## src/rtl/bcd_conv_if.sv

```systemverilog
// Start/busy handshake and result bus between a binary producer and bcd_conv.
// The leading-zero blank mask exists only when FUNC_BCD_LZB_EN is defined.
interface bcd_conv_if #(
  parameter int IN_W   = 25,
  parameter int DIGITS = 8
);
  logic                  start;
  logic [IN_W-1:0]       bin;
  logic                  busy;
  logic                  valid;
  logic [4*DIGITS-1:0]   bcd;
`ifdef FUNC_BCD_LZB_EN
  logic [DIGITS-1:0]     blank;
`endif

  modport master (
    output start,
    output bin,
    input  busy,
    input  valid,
`ifdef FUNC_BCD_LZB_EN
    input  blank,
`endif
    input  bcd
  );

  modport slave (
    input  start,
    input  bin,
    output busy,
    output valid,
`ifdef FUNC_BCD_LZB_EN
    output blank,
`endif
    output bcd
  );
endinterface

```

## src/rtl/bcd_conv.sv

```systemverilog
// Sequential binary-to-BCD converter (shift-add-3), one input bit per clock.
// Optional registered leading-zero blank mask under FUNC_BCD_LZB_EN.
module bcd_conv #(
  parameter int IN_W   = 25,
  parameter int DIGITS = 8
) (
  input  logic       clk_i,
  input  logic       rst_ni,
  bcd_conv_if.slave  bus
);

  localparam int CNT_W = (IN_W > 1) ? $clog2(IN_W) : 1;
  localparam int CAT_W = 4 * DIGITS + IN_W;

  typedef enum logic [0:0] {
    ST_IDLE = 1'b0,
    ST_CONV = 1'b1
  } state_t;

  state_t                state_r;
  state_t                state_nxt_s;
  logic [IN_W-1:0]       shift_r;
  logic [IN_W-1:0]       shift_nxt_s;
  logic [4*DIGITS-1:0]   work_r;
  logic [4*DIGITS-1:0]   work_nxt_s;
  logic [CNT_W-1:0]      cnt_r;
  logic [CNT_W-1:0]      cnt_nxt_s;
  logic [4*DIGITS-1:0]   corrected_s;
  logic [CAT_W-1:0]      cat_s;
  logic                  done_s;
  logic [4*DIGITS-1:0]   bcd_r;
  logic                  valid_r;

  // Per-digit correction: each nibble >= 5 gets +3, no carry between digits.
  function automatic logic [4*DIGITS-1:0] add3_digits(input logic [4*DIGITS-1:0] w);
    logic [4*DIGITS-1:0] r;
    logic [3:0]          d;
    r = w;
    for (int k = 0; k < DIGITS; k++) begin
      d = w[4*k +: 4];
      if (d >= 4'd5) begin
        r[4*k +: 4] = d + 4'd3;
      end else begin
        r[4*k +: 4] = d;
      end
    end
    return r;
  endfunction

  assign corrected_s = add3_digits(work_r);
  assign cat_s       = {corrected_s, shift_r} << 1'b1;

  // Next-state and working-register update logic.
  always_comb begin
    state_nxt_s = state_r;
    shift_nxt_s = shift_r;
    work_nxt_s  = work_r;
    cnt_nxt_s   = cnt_r;
    done_s      = 1'b0;
    case (state_r)
      ST_IDLE: begin
        if (bus.start) begin
          state_nxt_s = ST_CONV;
          shift_nxt_s = bus.bin;
          work_nxt_s  = {(4*DIGITS){1'b0}};
          cnt_nxt_s   = CNT_W'(IN_W - 1);
        end else begin
          state_nxt_s = ST_IDLE;
        end
      end
      ST_CONV: begin
        work_nxt_s  = cat_s[CAT_W-1:IN_W];
        shift_nxt_s = cat_s[IN_W-1:0];
        if (cnt_r == {CNT_W{1'b0}}) begin
          state_nxt_s = ST_IDLE;
          cnt_nxt_s   = {CNT_W{1'b0}};
          done_s      = 1'b1;
        end else begin
          state_nxt_s = ST_CONV;
          cnt_nxt_s   = cnt_r - CNT_W'(1);
        end
      end
      default: begin
        state_nxt_s = ST_IDLE;
      end
    endcase
  end

  // State, shift, working and counter registers.
  always_ff @(posedge clk_i or negedge rst_ni) begin
    if (!rst_ni) begin
      state_r <= ST_IDLE;
      shift_r <= {IN_W{1'b0}};
      work_r  <= {(4*DIGITS){1'b0}};
      cnt_r   <= {CNT_W{1'b0}};
    end else begin
      state_r <= state_nxt_s;
      shift_r <= shift_nxt_s;
      work_r  <= work_nxt_s;
      cnt_r   <= cnt_nxt_s;
    end
  end

  // Result register: holds the previous result until the completing edge.
  always_ff @(posedge clk_i or negedge rst_ni) begin
    if (!rst_ni) begin
      bcd_r   <= {(4*DIGITS){1'b0}};
      valid_r <= 1'b0;
    end else begin
      valid_r <= done_s;
      if (done_s) begin
        bcd_r <= cat_s[CAT_W-1:IN_W];
      end else begin
        bcd_r <= bcd_r;
      end
    end
  end

  assign bus.busy  = (state_r == ST_CONV);
  assign bus.valid = valid_r;
  assign bus.bcd   = bcd_r;

`ifdef FUNC_BCD_LZB_EN
  logic [DIGITS-1:0] blank_r;

  // Bit k set when digit k and all above are zero; bit 0 never set.
  function automatic logic [DIGITS-1:0] lzb_mask(input logic [4*DIGITS-1:0] b);
    logic [DIGITS-1:0] m;
    logic              z;
    m = {DIGITS{1'b0}};
    z = 1'b1;
    for (int k = DIGITS - 1; k >= 1; k--) begin
      z    = z & (b[4*k +: 4] == 4'd0);
      m[k] = z;
    end
    return m;
  endfunction

  // Blank mask register, updated together with the result.
  always_ff @(posedge clk_i or negedge rst_ni) begin
    if (!rst_ni) begin
      blank_r <= {DIGITS{1'b0}};
    end else if (done_s) begin
      blank_r <= lzb_mask(cat_s[CAT_W-1:IN_W]);
    end else begin
      blank_r <= blank_r;
    end
  end

  assign bus.blank = blank_r;
`endif

endmodule

```

## src/flat_wrapper.sv

```systemverilog
// flat-port wrapper written by rule: the top's interface ports become plain ports
module bcd_conv_flat 
#(
  parameter int IN_W   = 25,
  parameter int DIGITS = 8
)
  (clk_i, rst_ni, bus_start, bus_bin, bus_busy, bus_valid, bus_bcd);
  bcd_conv_if #(.IN_W(IN_W), .DIGITS(DIGITS)) bus_i ();
  input  logic clk_i;
  input  logic rst_ni;
  input wire logic [$bits(bus_i.start)-1:0] bus_start;
  input wire logic [$bits(bus_i.bin)-1:0] bus_bin;
  output wire logic [$bits(bus_i.busy)-1:0] bus_busy;
  output wire logic [$bits(bus_i.valid)-1:0] bus_valid;
  output wire logic [$bits(bus_i.bcd)-1:0] bus_bcd;
  assign bus_i.start = bus_start;
  assign bus_i.bin = bus_bin;
  assign bus_busy = bus_i.busy;
  assign bus_valid = bus_i.valid;
  assign bus_bcd = bus_i.bcd;
  bcd_conv #(.IN_W(IN_W), .DIGITS(DIGITS)) u_core (.clk_i(clk_i), .rst_ni(rst_ni), .bus(bus_i));
endmodule
```

## config.mk

```make
export PLATFORM = sky130hd
export DESIGN_NAME = bcd_conv_flat
export DESIGN_NICKNAME = d
export VERILOG_FILES = /design/src/rtl/bcd_conv_if.sv /design/src/rtl/bcd_conv.sv /design/src/flat_wrapper.sv
export SDC_FILE = /design/constraint.sdc
export NUM_CORES = 1
export LEC_CHECK = 0
export BUFFER_PORTS_ARGS = -buffer_cell sky130_fd_sc_hd__buf_2
export CORE_MARGIN = 2
export CORE_UTILIZATION = 45
export CTS_BUF_LIST = sky130_fd_sc_hd__clkbuf_16
export DETAILED_ROUTE_END_ITERATION = 16
export GPL_ROUTABILITY_DRIVEN = 0
export SYNTH_ARGS = -nofsm -noshare
export SYNTH_HDL_FRONTEND = slang
export SYNTH_SLANG_ARGS = --single-unit
```

## constraint.sdc

```tcl
create_clock -name clk_i -period 3.9 [get_ports clk_i]
set_clock_uncertainty 0.2 [all_clocks]
set_input_delay 0.585 -clock clk_i [delete_from_list [all_inputs] [get_ports clk_i]]
set_output_delay 0.585 -clock clk_i [all_outputs]
set_load 0.005 [all_outputs]
```

[Word level (Yosys, flattened, before mapping)]
Index checks and enable logic that the tools add are counted.
Storage, ports and cells
  output and inout port bits: 34
  bits of input ports: 28
  word-level logic and storage cells: 46
  register bits after elaboration: 96
Operators by class
  equal/unequal tests: 1
  bitwise operators: 1
  order comparisons: 8
  reduce and logical (&&, ||, !) cells: 1
  add/subtract/negate cells: 9
  mux-type cells: 20
Operators with widths (number)
  $pmux W32 S2: 1
  $pmux W25 S2: 1
  $ge A4 B3 Y1 const B: 8
  $mux W32: 1
  $add A4 B2 Y4 const B: 7
  $mux W4: 7
  $mux W25: 1
  $mux W5: 2
  $pmux W5 S2: 1
  $logic_not A5 Y1: 1
  $sub A5 B1 Y5 const B: 1
  $mux W1: 4
  $add A3 B2 Y3 const B: 1
  $mux W3: 1
  $ne A2 B2 Y1 const B: 1
  $pmux W1 S2: 1
  $not A1 Y1: 1

[Longest topological paths before layout]
Gate-level depths: netlist of run 1.
  depth in word-level cells: 3
  mapped depth: 9

[Least setup slack after synthesis of run 1]
No wires, ideal clock.
  path type: register -> register
  from: register u_core.cnt_r[0]
  to: register u_core.bcd_r[10] (netlist: u_core.bus.bcd[10])
  library setup time: 0.125 ns
  slack: 1.648 ns
  path buffers: 2
  stages on the path, launching flop included: 9
  arrival: 1.927 ns
  cell sequence: dfrtp_1 > inv_1 > ha_1 > or3b_1 > or3b_1 > buf_6 > clkinv_8 > buf_12 > mux2_2
On the way
  word-level cells in the longest chain between the ends: 3
RTL lines
  start, declared: RTL line bcd_conv.sv:26  | logic [CNT_W-1:0] cnt_r;
  start signal, assigned: RTL line bcd_conv.sv:95  | cnt_r <= {CNT_W{1'b0}};
  start signal, assigned: RTL line bcd_conv.sv:100  | cnt_r <= cnt_nxt_s;
  $logic_not A5 Y1: RTL line bcd_conv.sv:74  | if (cnt_r == {CNT_W{1'b0}}) begin
  $mux W1: RTL line bcd_conv.sv:74
  $mux W1: RTL line bcd_conv.sv:60  | case (state_r)
  named net u_core.done_s: RTL line bcd_conv.sv:30  | logic done_s;
  end signal, assigned: RTL line bcd_conv.sv:107  | bcd_r <= {(4*DIGITS){1'b0}};
  end signal, assigned: RTL line bcd_conv.sv:112  | bcd_r <= cat_s[CAT_W-1:IN_W];
  end signal, assigned: RTL line bcd_conv.sv:114  | bcd_r <= bcd_r;
  end, declared: RTL line bcd_conv.sv:31  | logic [4*DIGITS-1:0] bcd_r;
The timed path passes the listed nets, and every way through them passes these cells.
A chain may end at the register's enable or synchronous reset.

[Worst setup path in the final report of run 1]
  from: register u_core.cnt_r[0]
  to: register u_core.bcd_r[9] (netlist: u_core.bus.bcd[9])
On the way
  word-level cells in the longest chain between the ends: 3
RTL lines (RTL line)
  $logic_not A5 Y1: bcd_conv.sv:74
  $mux W1: bcd_conv.sv:74
  $mux W1: bcd_conv.sv:60
No other way between the ends.

==> qor.yml, run 1 <==
ys_top_cells_by_area: "dfrtp_1, mux2i_1, o21ai_0, ha_1, nand2_1"
rr_endpoint: "u_core.bus.bcd[9]"
core_um2: 10280
clockBufferDepth: 2
antenna_cells: 0
cts_setup_buffers: 0
rsz0062_at_grt: "no"
fin_area_um2: 5463
tns_ps: 0
cts_sinks: 96
drt_iter0_markers: 122
cap_violations: 0
dp_hpwl_mm: 5.647
port_buffers: 61
powerDensity_nw_per_um2: 875.2
synth.distinct_cells: 29
tritoncts: "built"
cts_made_buffers: 9
place_area_um2: 5102
yosys_warnings: 0
htree_levels: 3
wire_per_inst_um: 13.76
wl_mm: 8.709
reg2reg_depth: 6
finalCriticalPeriod_ps: 2815
grt_pass1_vias: 3119
critPathMaxFanout: 32
synth_top_area_cell: "dfrtp_1"
syn-num-nets: 485
netlist_area_um2: 4728
grt_first_pass_wirelength_mm: 14.99
vias_per_cell: 5.126
hold_path.class: "in -> async"
synthCells: 440
post_cts_resized: 0
antenna_found_initial: 0
cp-endpoint: "u_core.bus.bcd[9]"
drive_gt1_share_pct: 19.52
fmax_mhz: 355.3
tightest_slew_ps: 1025
grt_overflow: 0
fin_crit_sh_pct: 72.17
cp-start-kind: "flip-flop"
rows: 37
yosys.area.top_type_share_pct: 50.81
nFillCells: 928
ios: 62
maxSlewViolCount: 0
slew_headroom_pct: 31.66
ir_worst_vdd_mv: 0.3082
path_clk_slew_ps: 60
clock_insertion_delay_worst_skew_ps: 340
die_x_um: 106.5
track_usage_pct: 16.61
endpoint_kind: "flip-flop"
final_net_count: 537
dr_total_vias: 3245
drcViolationCount: 0
die_area_um2: 11340
r2r-start: "u_core.cnt_r[0]"
ys_seq_area_share_pct: 50.81
grt_max_degree: 77
ys_seq_elements: 96
synth.avg_cell_area_um2: 10.75
syn2layout_area_growth_pct: 15.53
hold_buffers: 0
setup_viol: 0
fin_util_pct: 53.15
status: "completed"
start_util_pct: 46.01
cp.required_ps: 3920
drtPass1Iterations: 4
path_class: "reg -> reg"
multi_input_area_um2: 2105
cts_root_buffer: "clkbuf_16"
hold_viol: 0
r2r_slack_ps: 1090
seq_area_um2: 2406
die_h_um: 106.5
cp_data_arrival_time_ps: 2840
antenna_left: 0
leakagePower_nw: 2.722
cp-startpoint: "u_core.cnt_r[0]"
==> synthesized netlist by cell type, drive strengths merged <==
cell / instances
a211oi: 1
nand2b: 19
o31ai: 1
and2: 2
nor3b: 24
o21ai: 54
clkbuf: 15
xnor2: 9
a21oi: 24
mux2i: 43
ha: 17
nor2b: 1
nand2: 49
buf: 9
or3b: 2
nor3: 10
dfrtp: 96
a22o: 2
inv: 18
clkinv: 1
a21o: 18
nand3: 3
mux2: 16
nor2: 6
==> worst min path at each step <==
stage	from	endpoint	slack, ps	depth (start not counted)
floorplan	rst_ni	u_core.bus.bcd[0]	90	0
global placement	u_core.bus.bcd[23]	u_core.bus.bcd[23]	260	2
detailed placement	u_core.bus.bcd[23]	u_core.bus.bcd[23]	270	2
CTS	rst_ni	u_core.bus.bcd[14]	240	1
global route	rst_ni	u_core.bus.bcd[18]	280	1
finish	rst_ni	u_core.bus.bcd[17]	190	1
==> stage by stage <==
stage / setup WS (ps) / std cells / hold slack (ps) / power, mW
after global routing: 911.7 / 633 / 281.8 / 5.212
after floorplan: 1648 / 440 / 89.41 / 3.277
final: 1085 / 633 / 186.5 / 4.781
after detailed placement: 1060 / 617 / 268.8 / 3.766
after global placement: 1121 / 617 / 258.7 / 3.691
after CTS: 1053 / 633 / 237.8 / 4.842
==> cells by family (layout without fill, tap and decap cells) <==
group / Yosys count / in the layout / synth area share, %
xor gates and xnor gates: 9 / 9 / 1.667
DFF: 96 / 96 / 50.81
AOI/OAI and AO/OA: 100 / 100 / 11.80
muxes: 59 / 59 / 13.71
and+or+nand+nor: 116 / 116 / 12.83
adders and majority gates: 17 / 17 / 4.498
buffers and inverters: 43 / 100 / 4.684
==> metal layers <==
metal,track usage (%),part of all wire (%),vias to the layer above
li1,-,-,1620
met1,22.30,49,1557
met2,25.69,45,55
met3,4.537,4.7,13
met4,6.401,1.7,0
met5,0,0,-
==> state kept, by name, indices dropped and copies added, names as in the netlist <==
| register | flops |
|---|---|
| u_core.work_r | 32 |
| u_core.bus.busy | 1 |
| u_core.shift_r | 25 |
| u_core.bus.valid | 1 |
| u_core.cnt_r | 5 |
| u_core.bus.bcd | 32 |
==> layout make-up <==
class | count | share of cell area [%]
inverter | 19 | 1.535
timing repair buffer | 65 | 6.184
sequential | 96 | 44.04
clock inverter | 7 | 2.474
multi-input combinational | 301 | 38.52
clock buffer | 9 | 4.123
tap | 136 | 3.115
==> cells in the final DEF, fill, tap and decap left out, types with 6 or more instances in the layout <==
master     synthesis  final
a21o_1            18     18
a21oi_1           24     24
buf_2              5     60
clkbuf_16          0      9
dfrtp_1           96     95
ha_1              17     17
inv_1             18     19
mux2_2             6      6
mux2_4            10     10
mux2i_1           43     43
nand2_1           49     49
nand2b_1          19     19
nor2_1             6      6
nor3_1            10     10
nor3b_1           24     24
o21ai_0           54     54
xnor2_1            9      9
==> report_power, final <==
part,internal (mW),switching (mW),total [mW]
clock,0.687,0.371,1.06
sequential,1.47,0.374,1.84
combinational,0.952,0.927,1.88
==> worst max-delay path, stage by stage, from the launching register on <==
cell	delay, ps
dfrtp_1	400
inv_1	70
ha_1	170
or3b_1	380
or3b_1	790
clkinv_8	320
mux2_2	360
(Power assumes the default switching activity.)
==> run 2: changes to the inputs <==
PLACE_DENSITY = 0.67   (was unset)
clock period = 2.5 ns   (was 3.9 ns; I/O delays follow)
==> qor.yml, run 2 (same netlist as run 1, synthesis figures left out) <==
cts_root_buffer: "clkbuf_16"
slew_headroom_pct: 59.28
reg2reg_depth: 6
grt_first_pass_wirelength_mm: 15.86
hold_path.class: "in -> reg"
die_h_um: 106.5
grt_pass1_vias: 3388
track_usage_pct: 17.59
grt_max_degree: 57
ios: 62
drcViolationCount: 0
clockBufferDepth: 2
r2r_slack_ps: 160
drive_gt1_share_pct: 19.96
cpPeakStageDelay_ps: 470
fin_crit_sh_pct: 93.78
drt_iter0_markers: 164
crit_family: "simple AND/OR/NAND/NOR gates"
final_net_count: 542
syn2layout_area_growth_pct: 14.85
r2r-start: "u_core.cnt_r[0]"
crit_slowest_cell: "or3b_1"
dp_hpwl_mm: 6.256
maxSlewViolCount: 0
powerDensity_nw_per_um2: 1308
fmax_mhz: 426.5
cts_made_buffers: 9
antenna_cells: 0
endpoint_kind: "flip-flop"
rsz0062_at_grt: "no"
cap_violations: 0
core_um2: 10280
clock_insertion_delay_worst_skew_ps: 340
cts_sinks: 96
finalCriticalPeriod_ps: 2345
path_class: "reg -> reg"
drtPass1Iterations: 4
cp_data_arrival_time_ps: 2370
tightest_slew_ps: 610.7
setup_viol: 0
cts_setup_buffers: 0
crit_top_cell: "or3b_1"
path_cells: "inv_1, ha_1, or3b_1, or3b_1, clkinv_8, mux2_2"
leakagePower_nw: 2.706
port_buffers: 61
die_area_um2: 11340
wl_mm: 9.049
start_util_pct: 46.01
crit_buf_inv: 2
vias_per_cell: 5.151
die_x_um: 106.5
antenna_found_initial: 0
rows: 37
hold_viol: 0
status: "completed"
ir_worst_vdd_mv: 0.5212
grt_overflow: 0
worstHoldStart: "bus_bin[0]"
htree_levels: 3
rr_endpoint: "u_core.bus.bcd[9]"
tritoncts: "built"
critPathMaxFanout: 20
whs_path_depth: 3
hold_path_end: "u_core.shift_r[0]"
final_cell_mix: "dfrtp_1, buf_2, o21ai_0"
antenna_left: 0
post_cts_resized: 0
cp.required_ps: 2520
wire_per_inst_um: 14.21
hold_ws_ps: 86.77
dr_total_vias: 3281
final_common_cell: "dfrtp_1"
path_clk_slew_ps: 70
cp-start-kind: "flip-flop"
tns_ps: 0
## run 2: cell count changes in the layout (fill, tap and decap cells not counted)
| cell | before | now |
|---|---|---|
| buf_4 | 5 | 7 |
| inv_1 | 19 | 18 |
| dlygate4sd3_1 | 0 | 1 |
| clkinv_4 | 0 | 2 |
| clkinv_2 | 0 | 1 |
| buf_12 | 0 | 2 |
| clkinv_1 | 1 | 2 |
| bufinv_16 | 4 | 0 |
## run 2: stage by stage
step | power, mW | instance area, µm² | worst slack [ps] | util, % | instances
floorplan | 5.112 | 4728 | 248.1 | - | 440
global placement | 5.771 | 5157 | 207.6 | 50.18 | 621
detailed placement | 5.940 | 5157 | 164.9 | 50.18 | 621
CTS | 7.206 | 5430 | 138.1 | 52.84 | 637
global route | 7.767 | 5430 | 46.29 | 52.84 | 637
finish | 7.101 | 5430 | 155.4 | 52.84 | 637
## run 2: worst min-delay path, stage by stage
cell	delay [ps]
buf_2	80
mux2i_1	60
nor2_1	80
## run 2: worst max-delay path by stage
stage | start | end | slack, ps | cells past startpoint
after CTS | u_core.cnt_r[0] | u_core.bus.bcd[9] | 140 | 6
after global placement | u_core.cnt_r[0] | u_core.bus.bcd[10] | 210 | 6
after floorplan | u_core.cnt_r[0] | u_core.bus.bcd[10] | 250 | 8
final | u_core.cnt_r[0] | u_core.bus.bcd[9] | 160 | 6
after global routing | u_core.cnt_r[0] | u_core.bus.bcd[3] | 50 | 7
after detailed placement | u_core.cnt_r[0] | u_core.bus.bcd[9] | 160 | 6
## run 2: per-layer routing
metal | part of all wire, % | wire length, µm | GRT usage, % | vias to the layer above
li1 | - | - | - | 1629
met1 | 45 | 4068 | 21.89 | 1579
met2 | 48 | 4335 | 29.30 | 62
met3 | 5.6 | 511 | 4.966 | 11
met4 | 1.5 | 133 | 6.401 | 0
met5 | 0 | 0 | 0 | -
## run 2: layout make-up
class / count / area (µm²)
Tap cell: 136 / 170.2
Clock inverter: 6 / 37.54
Fill cell: 958 / 4847
Timing Repair Buffer: 70 / 402.9
Sequential cell: 96 / 2406
Inverter: 19 / 83.83
Multi-Input combinational cell: 301 / 2105
Clock buffer: 9 / 225.2
## run 2: what timing repair did
item | CTS | global route
endpoints found under the setup margin | 0 | 0
endpoints found under the hold margin | 42 | 0
hold buffers | 1 | 0
## run 2: where the power goes
part | total (mW) | internal, mW | switching, mW
sequential | 2.81 | 2.29 | 0.515
clock | 1.23 | 0.663 | 0.571
combinational | 3.06 | 1.51 | 1.55
==> run 3: changes to the inputs <==
PLACE_DENSITY = unset   (was 0.67)
clock period = 2.8 ns   (was 2.5 ns; I/O delays follow)
==> qor.yml, run 3 (same netlist as run 1, synthesis figures left out) <==
switching_power_mw: 2.341
antenna_found_initial: 0
cpPeakStageDelay_ps: 480
tritoncts: "built"
endpoint_kind: "flip-flop"
antenna_cells: 0
path_clk_slew_ps: 70
crit_top_cell: "or3b_1"
grt_pass1_vias: 3330
syn2layout_area_growth_pct: 14.50
pwr-share-comb_pct: 41.9
fin_crit_sh_pct: 84.31
nFillCells: 979
ios: 62
port_buffers: 61
drtPass1Iterations: 4
cellInternalPower_mw: 3.996
htree_levels: 3
clockBufferDepth: 2
cp-start-kind: "flip-flop"
die_area_um2: 11340
dr_total_vias: 3255
fmax_mhz: 423.6
tns_ps: 0
die_h_um: 106.5
wire_per_inst_um: 13.86
cp_data_arrival_time_ps: 2380
rows: 37
crit_buf_inv: 2
finalCriticalPeriod_ps: 2361
antenna_left: 0
leakagePower_nw: 2.692
die_x_um: 106.5
final_net_count: 540
fin_util_pct: 52.68
cts_made_buffers: 9
path_class: "reg -> reg"
wl_mm: 8.817
cts_root_buffer: "clkbuf_16"
cts_setup_buffers: 0
track_usage_pct: 16.80
drt_iter0_markers: 79
hold_path.class: "in -> reg"
drcViolationCount: 0
tightest_slew_ps: 813.4
final_cell_mix: "dfrtp_1, buf_2, o21ai_0"
cts_sinks: 96
swShare_pct: 36.94
crit_family: "simple AND/OR/NAND/NOR gates"
seq_area_um2: 2406
grt_max_degree: 80
core_um2: 10280
vias_per_cell: 5.118
power_frac_seq_pct: 40.3
slew_headroom_pct: 45.57
grt_overflow: 0
ir_worst_vdd_mv: 0.3980
maxSlewViolCount: 0
hold_viol: 0
path_cells: "inv_1, ha_1, or3b_1, or3b_1, clkinv_8, mux2_2"
multi_input_area_um2: 2105
cp.required_ps: 2820
cap_violations: 0
critPathMaxFanout: 20
status: "completed"
clock_insertion_delay_worst_skew_ps: 330
drive_gt1_share_pct: 20.00
setup_viol: 0
final_common_cell: "dfrtp_1"
start_util_pct: 46.01
powerDensity_nw_per_um2: 1171
crit_slowest_cell: "or3b_1"
rsz0062_at_grt: "no"
pwr-share-clk_pct: 17.8
grt_first_pass_wirelength_mm: 15.21
dp_hpwl_mm: 5.946
==> run 3: cell types whose count changed in the layout (fill, tap and decap cells not counted) <==
cell,previous run,this run
buf_4,7,6
buf_12,2,1
clkinv_1,2,1
clkinvlp_4,1,3
==> run 3: cell type report <==
type                    count  area share [%]
clock inverters             7          0.9013
clock buffers               9           4.160
inverters                  19           1.548
multi-input cells         301           38.87
well taps                 136           3.143
repair buffers             68           6.933
flip-flops and latches     96           44.44
==> run 3: what timing repair did <==
item,CTS,global route
gates resized for setup,0,0
hold buffers,1,0
hold endpoints to repair,35,0
==> run 3: path summary, 6_finish.rpt <==
path | start | to | slack, ps | depth (start not counted)
max in group asynchronous | rst_ni | u_core.work_r[25] | 1280 | 3
worst min-delay path | bus_bin[0] | u_core.shift_r[0] | 140 | 3
worst max register to register | u_core.cnt_r[0] | u_core.bus.bcd[5] | 440 | 6
min in group asynchronous | rst_ni | u_core.work_r[15] | 380 | 2
worst min register to register | u_core.bus.bcd[23] | u_core.bus.bcd[23] | 270 | 2
worst max-delay path | u_core.cnt_r[0] | u_core.bus.bcd[5] | 440 | 6
==> run 3: worst register-to-register path: cells and delay by family (launching register included) <==
kind / cells / cell delay [ps]
AND/OR/NAND/NOR: 2 / 860
buffers and inverters: 2 / 250
adder cells (fa/ha/maj): 1 / 170
multiplexers: 1 / 360
flip-flops: 1 / 400
==> run 3: power by group through the flow <==
| stage | clock network, mW | registers, mW | logic [mW] |
|---|---|---|---|
| global placement | 0 | 2.57 | 2.60 |
| global route | 1.21 | 2.66 | 3.05 |
| finish | 1.13 | 2.55 | 2.66 |
| detailed placement | 0 | 2.58 | 2.70 |
| CTS | 1.16 | 2.56 | 2.71 |
| floorplan | 0 | 2.43 | 2.13 |
==> run 3: per-stage QoR <==
stage / total power, mW / instance area [µm²] / hold WS, ps / setup WS (ps) / std cells
finish: 6.338 / 5414 / 137.7 / 439.2 / 636
global route: 6.930 / 5414 / 152.1 / 361.5 / 636
CTS: 6.434 / 5414 / 128.9 / 421.8 / 636
detailed placement: 5.285 / 5130 / 225.3 / 440.0 / 619
global placement: 5.167 / 5130 / 213.4 / 504.1 / 619
floorplan: 4.564 / 4728 / -75.59 / 548.1 / 440
==> run 3: routing by layer <==
metal | wire length [µm] | track usage [%] | vias to the layer above | part of all wire [%]
li1 | - | - | 1629 | -
met1 | 4178 | 21.19 | 1561 | 47
met2 | 4112 | 28.25 | 54 | 47
met3 | 394 | 4.047 | 11 | 4.5
met4 | 131 | 5.937 | 0 | 1.5
met5 | 0 | 0 | - | 0
